--- src/rtl/policy_selector.sv ---
// Epsilon-greedy action selector: scans four Q-values for state S, picks argmax or a random action.
// Optional exploration branch (LFSR + eps) enabled by defining INTELLIGHT_EXPLORE_EN.
module policy_selector #(
    parameter int L_WIDTH = 4,
    parameter int Q_WIDTH = 16
) (
    input  logic                      clk,
    input  logic                      rst,
    input  logic                      start,
    input  logic [L_WIDTH*2-1:0]      S,
    input  logic [7:0]                eps,
    input  logic                      seed_ld,
    input  logic [15:0]               seed,
    output logic                      q_rd_en,
    output logic [L_WIDTH*2+1:0]      q_addr,
    input  logic signed [Q_WIDTH-1:0] q_rd_data,
    output logic [L_WIDTH/2+1:0]      A,
    output logic                      A_valid,
    output logic                      explore,
    output logic                      busy
);

    localparam int SW = L_WIDTH * 2;
    localparam int AW = L_WIDTH / 2 + 2;

    typedef enum logic [2:0] {
        IDLE   = 3'd0,
        FETCH  = 3'd1,
        DRAIN  = 3'd2,
        DECIDE = 3'd3,
        DONE   = 3'd4
    } state_t;

    state_t state, state_nx;

    logic [SW-1:0]             s_l;
    logic [1:0]                cnt;
    logic                      rd_valid;
    logic [1:0]                rd_idx;
    logic signed [Q_WIDTH-1:0] max_q;
    logic [1:0]                max_idx;

    always_ff @(posedge clk or negedge rst) begin
        if (!rst) state <= IDLE;
        else      state <= state_nx;
    end

    always_comb begin
        state_nx = state;
        unique case (state)
            IDLE:    if (start) state_nx = FETCH;
            FETCH:   if (cnt == 2'd3) state_nx = DRAIN;
            DRAIN:   state_nx = DECIDE;
            DECIDE:  state_nx = DONE;
            DONE:    state_nx = IDLE;
            default: state_nx = IDLE;
        endcase
    end

    assign busy    = (state != IDLE);
    assign A_valid = (state == DONE);

`ifdef INTELLIGHT_EXPLORE_EN
    logic [15:0] lfsr;
    logic [7:0]  eps_l;
    logic        fb;

    // Taps 16,14,13,11 map to bits 15,13,12,10.
    assign fb = lfsr[15] ^ lfsr[13] ^ lfsr[12] ^ lfsr[10];

    always_ff @(posedge clk or negedge rst) begin
        if (!rst) begin
            lfsr  <= 16'hACE1;
            eps_l <= '0;
        end else if (seed_ld) begin
            lfsr <= (seed == 16'h0000) ? 16'hACE1 : seed;
        end else if (state == IDLE && start) begin
            lfsr  <= {lfsr[14:0], fb};
            eps_l <= eps;
        end
    end
`else
    logic unused_cfg;
    assign unused_cfg = ^{eps, seed_ld, seed};
`endif

    always_ff @(posedge clk or negedge rst) begin
        if (!rst) begin
            s_l      <= '0;
            cnt      <= '0;
            q_rd_en  <= 1'b0;
            q_addr   <= '0;
            rd_valid <= 1'b0;
            rd_idx   <= '0;
            max_q    <= '0;
            max_idx  <= '0;
            A        <= '0;
            explore  <= 1'b0;
        end else begin
            rd_valid <= q_rd_en;
            rd_idx   <= q_addr[1:0];
            // Index 0 seeds the max; strict compare keeps the lowest index on ties.
            if (rd_valid && (rd_idx == 2'd0 || q_rd_data > max_q)) begin
                max_q   <= q_rd_data;
                max_idx <= rd_idx;
            end
            unique case (state)
                IDLE: begin
                    if (start) begin
                        s_l     <= S;
                        cnt     <= 2'd0;
                        q_rd_en <= 1'b1;
                        q_addr  <= {S, 2'b00};
                    end
                end
                FETCH: begin
                    cnt <= cnt + 2'd1;
                    if (cnt == 2'd3) q_rd_en <= 1'b0;
                    else             q_addr  <= {s_l, cnt + 2'd1};
                end
                DECIDE: begin
`ifdef INTELLIGHT_EXPLORE_EN
                    if (lfsr[7:0] < eps_l) begin
                        A       <= AW'(lfsr[9:8]);
                        explore <= 1'b1;
                    end else begin
                        A       <= AW'(max_idx);
                        explore <= 1'b0;
                    end
`else
                    A       <= AW'(max_idx);
                    explore <= 1'b0;
`endif
                end
                default: ;
            endcase
        end
    end

endmodule

--- config.mk ---
export PLATFORM = sky130hd
export DESIGN_NAME = policy_selector
export DESIGN_NICKNAME = d
export VERILOG_FILES = /design/src/rtl/policy_selector.sv
export SDC_FILE = /design/constraint.sdc
export NUM_CORES = 1
export LEC_CHECK = 0
export BUFFER_PORTS_ARGS = -buffer_cell sky130_fd_sc_hd__buf_2
export CAP_MARGIN = 20
export CORE_ASPECT_RATIO = 0.8
export CORE_UTILIZATION = 28
export CTS_BUF_LIST = sky130_fd_sc_hd__clkbuf_8
export CTS_CLUSTER_DIAMETER = 200
export DETAILED_ROUTE_END_ITERATION = 8
export PLACE_DENSITY = 0.48
export SYNTH_ARGS = -nofsm -noshare
export SYNTH_HDL_FRONTEND = slang
export SYNTH_SLANG_ARGS = --single-unit
--- constraint.sdc ---
create_clock -name clk -period 5.8 [get_ports clk]
set_input_delay 1.74 -clock clk [delete_from_list [all_inputs] [get_ports clk]]
set_output_delay 1.74 -clock clk [all_outputs]
set_load 0.03 [all_outputs]
== After elaboration in Yosys (flattened, before gate mapping) ==
Cells that the tools add are included.
W data, S select, Z words.

* Output and inout port bits: 18
* ROM bits: 0
* RAM bits: 0
* Memories kept: 0
* Word-level logic and storage cells: 42
* Bits in latches: 0
* Input bits: 52
* Flip-flop bits (word level): 47

* Multiplexer cells: 11
* Reduce and logical (&&, ||, !) cells: 11
* Div/mod/pow operators: 0
* $add $sub $neg: 1
* Shift operators: 0
* $mul: 0
* $lt $le $gt $ge: 1
* Bitwise gates (word level): 0
* Eq/ne operators: 8

{| class="wikitable"
|+ Operators by type and width
! kind !! number
|-
| $mux W10 || 2
|-
| $pmux W10 S2 || 1
|-
| $gt A16 B16 Y1 || 1
|-
| $pmux W3 S4 || 1
|-
| $eq A3 B2 Y1 const B || 2
|-
| $mux W3 || 2
|-
| $ne A2 B2 Y1 const B || 3
|-
| $reduce_and A2 Y1 || 3
|-
| $reduce_and A3 Y1 || 2
|-
| $pmux W2 S2 || 1
|-
| $eq A3 B1 Y1 const B || 1
|-
| $eq A3 B3 Y1 const B || 1
|-
| $logic_not A3 Y1 || 1
|-
| $reduce_bool A3 Y1 || 1
|-
| $add A2 B1 Y2 const B || 1
|-
| $eq A2 B2 Y1 const B || 1
|-
| $logic_not A2 Y1 || 1
|-
| $mux W1 || 2
|-
| $mux W2 || 1
|-
| $pmux W1 S2 || 1
|-
| $reduce_bool A2 Y1 || 1
|-
| $logic_and A1 B1 Y1 || 1
|-
| $logic_or A1 B1 Y1 || 1
|}

== Longest topological paths before layout ==
Gate-level depths: netlist of run 1.

* Word-level depth: 3
* Gate-level depth with buffers: 9
* Depth with buffers taken out: 8

== Worst setup path after synthesis of run 1 ==
No wires, ideal clock.

* Kind: input-to-reg
* Start point: input port q_rd_data[15]
* End point: register max_q[10]
* Path buffers: 1
* Data arrival time: 3.668 ns
* Setup slack: 2.007 ns
* Stages on the path: 8
* Data required time: 5.675 ns
* Setup time: 0.125 ns
* Cell sequence: ha_1 nand4_4 nor2_1 a311o_1 a221oi_2 mux2_4 buf_12 mux2_4

* Word-level cells in the longest chain between the ends: 3

{| class="wikitable"
|+ RTL lines
! what !! RTL line !! RTL
|-
| start, declared || 16 || <nowiki>input logic signed [Q_WIDTH-1:0] q_rd_data,</nowiki>
|-
| $gt A16 B16 Y1 || 103 || <nowiki>if (rd_valid && (rd_idx == 2'd0 || q_rd_data > max_q)) begin</nowiki>
|-
| $logic_or A1 B1 Y1 || 103 ||
|-
| $logic_and A1 B1 Y1 || 103 ||
|-
| end signal, assigned || 104 || <nowiki>max_q <= q_rd_data;</nowiki>
|-
| end, declared || 40 || <nowiki>logic signed [Q_WIDTH-1:0] max_q;</nowiki>
|}

No other way between the ends.
A chain may end at the register's enable or synchronous reset.

== Worst setup path after layout of run 1 ==
* Start point: input port q_rd_data[15]
* End point: register max_q[6]

Same word-level chain as after synthesis.

==> flow_summary.ini, run 1 <==
[sta]
worst_slew_pin_slew_ps = 599.8
drv_slew = 0
fmax_mhz = 272.9
max_slew_margin = 0.6001
fin_tns_setup_ps = 0
min_period_ps = 3664
hold_viol_final = 0
final-setup-viol-count = 0
finalCritPeriodShare = 0.6317
clock_skew_ps = 14.79
rsz0062_at_grt = no

[detailed_routing]
drt_iter0_drc = 29
num_vias = 1572
routed_via_density = 4.343
drc = 0
dr.pass1.iters = 5
routed_wl_um = 4370
detail-route-antenna-nets = 0
wl_per_cell_um = 12.07

[yosys]
async_reset_ff_frac = 1.000
ys_seq_area_frac = 0.4891
syn-cell-area_um2 = 2405
synth_ff_type = dfrtp_1
ys_ff_latch = 47
synth_edf_count = 0
avgSynthCellArea_um2 = 11.62
yosysUniqueCellTypes = 35
yosysWarnings = 0
synthCells = 207

[setup_path]
critical_path_arrival_ps = 3860
crit_type = in2reg
worstSetupEndpointType = flip-flop
cp_max_fo = 16
startpoint_type = input pin
r2r_cells = 8
r2r-end = max_q[6]
r2r-start = max_q[14]
ff2ff_setup_slack_ps = 3320
crit_required_ps = 6000

[pwr]
powerDensity_nw_per_um2 = 580.0
sw_frac_of_total = 0.4135
ir_drop_uv = 197.8
combinationalPowerShare = 0.513
p_total_uw = 1637
power_frac_seq = 0.354
switchingPower_uw = 676.7
p_leak_uw = 0.001428
clockPowerShare = 0.133
intPower_uw = 959.8

[clock_network]
cts_tree = done
root_buffer = clkbuf_8
cts_resized = 0
post-cts-setup-buffers = 0
clkLatencyLatePin_ps = 310
cts_sinks = 47
cts_made_buffers = 5
path_clk_slew_ps = 110
ctsLongestPathBuffers = 2
cts_hold_buf = 0
cts.htree.levels = 2

[layout]
finish.net_count = 322
n_fill_cell = 856
area_delta_synth_final_pct = 17.33
fin_cells = 362
utilization = 0.3471
drive_gt1_frac = 0.3346
antennaDiodeCount = 0

[placed_design]
placed_cells = 353
gp_congestion = 0.6976
portBuffers = 41
hpwl_um = 3069

[floorplanning]
dieArea_um2 = 8966
fp-row-count = 29
start_util = 0.2959
die_y_um = 84.89
die_x_um = 105.6
io_pins = 70
core_um2 = 8128

[status]
status = finished, final reports clean

[worst_hold_path]
hp-start = q_rd_en
hold_path_class = reg2reg
holdPathEnd = rd_valid
hold_depth = 0

[grt]
grt_pass1_wl_um = 7472
gr-total-overflow = 0
grt_pass1_vias = 1547
antenna_found_initial = 0
grt_max_degree = 48
track_usage = 0.1066

[run]
maxCapViolCount = 0
[power by group through the flow]
stage | Combinational (µW) | Sequential, µW | Clock (µW)
after global placement | 836 | 584 | 0
after floorplan | 610 | 649 | 0
after detailed placement | 845 | 587 | 0
after global routing | 939 | 604 | 243
final | 840 | 579 | 217
after CTS | 846 | 583 | 228
[synthesized netlist by cell type (2+ instances only)]
master / instances / area share
a21o_1: 2 / 0.0062
nand2b_1: 2 / 0.0052
nand4_1: 2 / 0.0052
nand2_1: 20 / 0.031
nor2_1: 10 / 0.016
clkbuf_1: 2 / 0.0031
mux2i_1: 11 / 0.046
a21oi_1: 8 / 0.017
mux2_4: 11 / 0.069
buf_4: 3 / 0.0094
dfrtp_1: 47 / 0.49
mux2_2: 16 / 0.075
o21ai_0: 12 / 0.025
or2_2: 2 / 0.0052
ha_1: 17 / 0.088
inv_1: 23 / 0.036
[flip-flops by register name (all words and copies together) (netlist names)]
name	cells
s_l	8
q_rd_en	1
q_addr	10
state	3
max_idx	2
rd_idx	2
rd_valid	1
A	2
max_q	16
cnt	2
[per-stage QoR]
| stage | hold slack, ps | cell area, µm² | worst slack, ps |
|---|---|---|---|
| after global routing | 444.0 | 2821 | 2061 |
| after global placement | 403.2 | 2714 | 1795 |
| after floorplan | 449.9 | 2412 | 2007 |
| final | 418.0 | 2821 | 2136 |
| after detailed placement | 405.9 | 2714 | 1799 |
| after CTS | 431.4 | 2810 | 2124 |
[critical path, stage by stage]
cell,delay (ps)
buf_2,110
ha_1,340
nand4_4,150
nor2_1,60
a311o_1,370
a221oi_2,280
mux2_4,460
mux2_4,340
[cell families (layout without fill, tap and decap cells)]
family                   count (synthesis)  in the layout  share of synthesized area
adder cells (fa/ha/maj)                 17             17                    0.08845
other                                    1              3                   0.001559
flip-flops                              47             47                     0.4891
multiplexers                            38             38                     0.1894
AND/OR/NAND/NOR                         45             45                    0.09834
AO/OA/AOI/OAI                           29             29                    0.07492
buffers and inverters                   30             75                    0.05827
[routing by layer]
layer	routed length [µm]	part of all wire	vias up	global-route usage
met1	2263	0.52	744	0.1458
met3	199	0.046	5	0.03072
met4	34	0.0078	0	0.03030
li1	-	-	789	-
met5	0	0	-	0
met2	1872	0.43	34	0.1651
[layout make-up]
cell class	instances	area, µm²	share of cell area
inverter	23	86.33	0.03060
clock inverter	3	27.53	0.009756
clock buffer	5	68.82	0.02439
timing repair buffer	44	231.5	0.08204
sequential	47	1176	0.4169
multi-input combinational	132	1096	0.3885
tap	108	135.1	0.04789
[placed cells by master, fill, tap and decap left out, types with 3 or more instances in the layout]
| master | instances |
|---|---|
| a21oi_1 | 8 |
| buf_2 | 41 |
| clkbuf_8 | 5 |
| conb_1 | 3 |
| dfrtp_1 | 47 |
| ha_1 | 17 |
| inv_1 | 23 |
| mux2_2 | 16 |
| mux2_4 | 11 |
| mux2i_1 | 11 |
| nand2_1 | 20 |
| nor2_1 | 10 |
| o21ai_0 | 12 |
[worst max path at each step]
stage | from | endpoint | slack, ps
floorplan | q_rd_data[15] | max_q[10] | 2010
global placement | q_rd_data[15] | max_q[6] | 1790
detailed placement | q_rd_data[15] | max_q[6] | 1800
CTS | q_rd_data[15] | max_q[14] | 2120
global route | q_rd_data[15] | max_q[13] | 2060
finish | q_rd_data[15] | max_q[6] | 2140
Power figures use the tool's default switching activity.
==> run 2: changes to the inputs <==
Clock period 5.8 ns to 3.58 ns, I/O delays scaled along.
==> run 2 against run 1 <==
Flip-flop and latch count unchanged. Final cell count unchanged. Critical path depth unchanged. Die area unchanged. Combinational power up 61%. Utilization up 0.20 points. Worst setup slack worse by 1600 ps. Hold slack better by 14 ps. Register-to-register slack worse by 2200 ps. Clock-buffer cell count unchanged. Critical endpoint is now max_q[14].
==> flow_summary.ini, run 2 (synthesis results as in run 1) <==
[status]
status = finished, final reports clean

[clock_network]
cts_resized = 0
cts_sinks = 47
cts.htree.levels = 2
clkLatencyLatePin_ps = 310
path_clk_slew_ps = 100
ctsLongestPathBuffers = 2
cts_made_buffers = 5
post-cts-setup-buffers = 0
root_buffer = clkbuf_8
cts_hold_buf = 0
cts_tree = done

[run]
maxCapViolCount = 0

[detailed_routing]
drt_iter0_drc = 29
num_vias = 1571
detail-route-antenna-nets = 0
drc = 0
wl_per_cell_um = 12.03
dr.pass1.iters = 4
routed_via_density = 4.340
routed_wl_um = 4355

[setup_path]
critical_path_arrival_ps = 3200
crit_required_ps = 3770
cp.buffers_inverters = 1
critPathMaxStageDelay_ps = 460
cp_slowest_cell = mux2_4
crit_chain = buf_2, ha_1, nand4_4, nor2_1, a311o_1, a221oi_2, mux2_4, mux2_4
path_common_cell = mux2_4
worstSetupEndpointType = flip-flop
crit_family = multiplexers
startpoint_type = input pin
crit_type = in2reg
cp_max_fo = 16

[sta]
final-setup-viol-count = 0
finalCritPeriodShare = 0.8410
clock_skew_ps = 12.56
hold_viol_final = 0
min_period_ps = 3011
drv_slew = 0
fmax_mhz = 332.1
rsz0062_at_grt = no
worst_slew_pin_slew_ps = 594.4
fin_tns_setup_ps = 0
finalWorstSetupSlack_ps = 569.3
max_slew_margin = 0.6037

[floorplanning]
dieArea_um2 = 8966
die_x_um = 105.6
core_um2 = 8128
start_util = 0.2959
fp-row-count = 29
io_pins = 70
die_y_um = 84.89

[grt]
use_met1 = 0.1424
antenna_found_initial = 0
gr-usage-met2 = 0.1657
grt-busiest-layer = met2
track_usage = 0.1082
grt_pass1_wl_um = 7527
grt_max_degree = 25
gr-total-overflow = 0
grt_pass1_vias = 1604
met3_usage = 0.04071

[layout]
largest_register_ffs = 16
drive_gt1_frac = 0.3346
area_delta_synth_final_pct = 18.00
biggestRegsByFlops = max_q x16, q_addr x10, s_l x8
final_common_cell = dfrtp_1
finish.net_count = 322
antennaDiodeCount = 0
seq_area_um2 = 1176
final_cell_mix = dfrtp_1 (47), buf_2 (41), inv_1 (23)
utilization = 0.3491
fin_cells = 362
design_area_um2 = 2838
n_fill_cell = 845
multiInputGateArea_um2 = 1096
largest_register = max_q

[worst_hold_path]
hold_path_class = reg2reg

[pwr]
powerDensity_nw_per_um2 = 948.3
ir_drop_uv = 375.8
p_leak_uw = 0.001438

[placed_design]
pre_cts_ws_ps = 250.2
hpwl_um = 3158
placed_cells = 354
place_area_um2 = 2721
gp_congestion = 0.6550
portBuffers = 41
==> run 2: cell count changes in the layout (fill, tap and decap cells not counted) <==
cell        before  now
buf_4            2    3
buf_6            1    0
bufinv_16        0    1
clkinv_4         0    1
clkinvlp_4       1    0
inv_8            1    0
==> run 2: stage by stage <==
stage	total power (µW)	hold slack (ps)
detailed placement	2324	410.0
CTS	2749	448.5
finish	2691	431.8
global route	2946	459.9
floorplan	2040	449.9
global placement	2302	400.2
==> run 2: where the power goes <==
group | internal (µW) | leakage (µW) | total [µW] | switching [µW]
clock | 212 | 0.0000587 | 407 | 195
sequential | 792 | 0.000566 | 935 | 143
combinational | 614 | 0.000813 | 1350 | 734
total | 1620 | 0.00144 | 2690 | 1070
==> run 2: area by class of cell <==
type                    instances  share of cell area
flip-flops and latches         47              0.4145
multi-input cells             132              0.3862
repair buffers                 44             0.08025
well taps                     108             0.04762
inverters                      23             0.03042
clock buffers                   5             0.02425
clock inverters                 3             0.01675
==> run 2: worst register-to-register path, delay by kind of cell (launching register included) <==
kind / cells / cell delay, ps
flops: 1 / 350
buf+inv: 1 / 40
simple gates: 2 / 210
mux: 2 / 800
compound gates: 2 / 650
fa+ha+maj: 1 / 330
==> run 2: metal layers <==
| metal | wire (µm) | up-vias | share of wire |
|---|---|---|---|
| met3 | 294 | 8 | 0.068 |
| met4 | 51 | 0 | 0.012 |
| met5 | 0 | - | 0 |
| met1 | 2193 | 740 | 0.50 |
| li1 | - | 789 | - |
| met2 | 1815 | 34 | 0.42 |
==> run 2: final timing paths <==
check	from	endpoint	slack, ps	depth (start not counted)
min reg2reg	q_addr[1]	rd_idx[1]	430	0
max	q_rd_data[15]	max_q[14]	570	8
min	q_addr[1]	rd_idx[1]	430	0
min in group asynchronous	rst	max_q[9]	760	1
max reg2reg	max_q[15]	max_q[14]	1090	8
max in group asynchronous	rst	max_q[5]	2070	2
==> run 3: changes to the inputs <==
Settings changed: ABC_AREA from default to 1, PLACE_DENSITY 0.48 to 0.5.
Clock period 3.58 ns to 2.6 ns, I/O delays scaled along.
==> run 3 against run 2 <==
Worst setup slack got worse by 77 ps. Final cell count increased by 19%. First-iteration DRC count increased to 2.8 times the previous value. Synthesized area increased by 2.5%. Register-to-register slack got worse by 430 ps. Via count increased by 16%. Utilization decreased by 1.2 points.
==> flow_summary.ini, run 3 <==
[yosys]
syn-cell-area_um2 = 2465
synth-xor-area-share = 0
synth_ff_type = dfrtp_1
synth_edf_count = 0
async_reset_ff_frac = 1.000
synth_mux_area_frac = 0.03655
yosysMostFrequentCell = nand2_1
synth_fa_ha_area_frac = 0.08629
ys_ff_latch = 47
synth-simple-area-share = 0.2614
synth_compound_area_frac = 0.05127
synth_common_cells = nand2_1 (62), dfrtp_1 (47), inv_1 (32), nand2_2 (24), nand3_1 (23)
yosysUniqueCellTypes = 29
synth_top_family_by_area = simple AND/OR/NAND/NOR gates
yosysWarnings = 0
synthCells = 274
ys_seq_area_frac = 0.4772
synth_top_area_frac = 0.4772
yosys-top-cells-area = dfrtp_1 (48%), nand2_1 (9.4%), ha_1 (8.6%)
avgSynthCellArea_um2 = 8.996
synth_area_leader_cell = dfrtp_1

[sta]
max_slew_margin = 0.4696
rsz0062_at_grt = no
final-setup-viol-count = 0
worst_slew_pin_slew_ps = 795.5
finalCritPeriodShare = 0.8105
finalWorstSetupSlack_ps = 492.8
hold_viol_final = 0
fin_tns_setup_ps = 0
drv_slew = 0
clock_skew_ps = 9.316
fmax_mhz = 474.6
min_period_ps = 2107

[layout]
drive_gt1_frac = 0.3009
final_cell_mix = nand2_1 (62), dfrtp_1 (47), buf_2 (41)
final_common_cell = nand2_1
finish.net_count = 387
largest_register = max_q
area_delta_synth_final_pct = 16.70
largest_register_ffs = 16
antennaDiodeCount = 0
biggestRegsByFlops = max_q x16, q_addr x10, s_l x8
n_fill_cell = 890
design_area_um2 = 2877

[detailed_routing]
num_vias = 1829
drc = 0
detail-route-antenna-nets = 0
dr.pass1.iters = 4
routed_wl_um = 4832
drt_iter0_drc = 81
wl_per_cell_um = 11.21
routed_via_density = 4.244

[pwr]
power_frac_seq = 0.354
switchingPower_uw = 1765
clockPowerShare = 0.120
ir_drop_uv = 663.4
powerDensity_nw_per_um2 = 1329
combinationalPowerShare = 0.526
sw_frac_of_total = 0.4616
intPower_uw = 2059
p_leak_uw = 0.001506

[clock_network]
cts_sinks = 47
post-cts-setup-buffers = 0
clkLatencyLatePin_ps = 310
cts.htree.levels = 2
cts_tree = done
cts_resized = 0
cts_hold_buf = 0
ctsLongestPathBuffers = 2
root_buffer = clkbuf_8
path_clk_slew_ps = 90
cts_made_buffers = 5

[setup_path]
crit_required_ps = 2800
worstSetupEndpointType = flip-flop
crit_type = in2reg
cp_max_fo = 18
cp.buffers_inverters = 2
crit_chain = buf_2, ha_1, nand2_1, inv_1, nand3_1, nor2_2, nand2_2, a21oi_2, nand2_2, nand2_4, nand2_8, nand2_2, nand2_2
critPathMaxStageDelay_ps = 290
cp_slowest_cell = ha_1
startpoint_type = input pin
critical_path_arrival_ps = 2300
path_common_cell = nand2_2
crit_family = simple AND/OR/NAND/NOR gates

[grt]
grt_pass1_wl_um = 8369
grt_max_degree = 33
antenna_found_initial = 0
grt_pass1_vias = 1818
gr-total-overflow = 0
track_usage = 0.1165

[placed_design]
place_area_um2 = 2788
portBuffers = 41
pre_cts_ws_ps = 138.7
hpwl_um = 3439
gp_congestion = 0.7252

[floorplanning]
core_um2 = 8521
die_y_um = 85.92
start_util = 0.2893
die_x_um = 106.9
io_pins = 70
fp-row-count = 30
dieArea_um2 = 9185

[status]
status = finished, final reports clean

[worst_hold_path]
hold_path_class = reg2reg

[run]
maxCapViolCount = 0
-- run 3: changes by cell type after synthesis, moves of 3 or more --
cell     change
nand2_2     +24
nand3_1     +22
buf_2        +3
inv_1        +9
mux2_2       -8
mux2i_1     -11
nor2_1       +6
o21ai_0     -12
nand2_1     +42
mux2_4      -11
nor2_2       +3
a31oi_1      +8
-- run 3: final timing paths --
path	startpoint	endpoint	slack, ps	cells after the start
setup / recovery	q_rd_data[11]	max_q[13]	490	13
hold reg to reg	q_rd_en	rd_valid	430	0
hold / removal	q_rd_en	rd_valid	430	0
max in group asynchronous	rst	max_q[15]	1460	2
min in group asynchronous	rst	max_q[11]	520	1
setup reg to reg	max_q[11]	max_q[13]	660	13
-- run 3: final cells by class --
class	count	area [µm²]	share of cell area
inverter	33	123.9	0.04306
timing repair buffer	47	262.8	0.09134
sequential	47	1176	0.4089
multi-input combinational	184	1085	0.3771
clock inverter	3	20.02	0.006960
clock buffer	5	68.82	0.02392
tap	112	140.1	0.04872
-- run 3: per-layer routing --
metal / global-route usage / up-vias / wire length [µm]
met1: 0.1462 / 836 / 2359
met2: 0.1912 / 36 / 2169
met3: 0.03951 / 8 / 251
met5: 0 / - / 0
li1: - / 949 / -
met4: 0.03238 / 0 / 52
-- run 3: power by group through the flow --
stage	clock network (µW)	logic (µW)	registers, µW
5_1_grt	504	2310	1410
3_5_place_dp	0	2050	1370
6_report	458	2010	1360
4_1_cts	483	2050	1360
2_1_floorplan	0	1460	1500
3_3_place_gp	0	2020	1370
-- run 3: worst register-to-register path, delay by kind of cell (launching register included) --
kind	cells	cell delay, ps
simple gates	9	930
flops	1	370
fa+ha+maj	1	280
buf+inv	2	120
compound gates	1	120
-- run 3: metrics by stage --
stage / power, µW / util / cells / hold WS (ps)
floorplan: 2954 / - / 276 / 441.9
global placement: 3389 / 0.3272 / 423 / 409.6
detailed placement: 3421 / 0.3272 / 423 / 408.6
CTS: 3899 / 0.3376 / 431 / 432.5
global route: 4226 / 0.3376 / 431 / 439.8
finish: 3824 / 0.3376 / 431 / 426.2
-- run 3: cells by family after synthesis --
kind of cell / after synthesis
and+or+nand+nor: 136
other: 1
DFF: 47
buffers and inverters: 45
muxes: 8
AOI/OAI and AO/OA: 20
adders and majority gates: 17
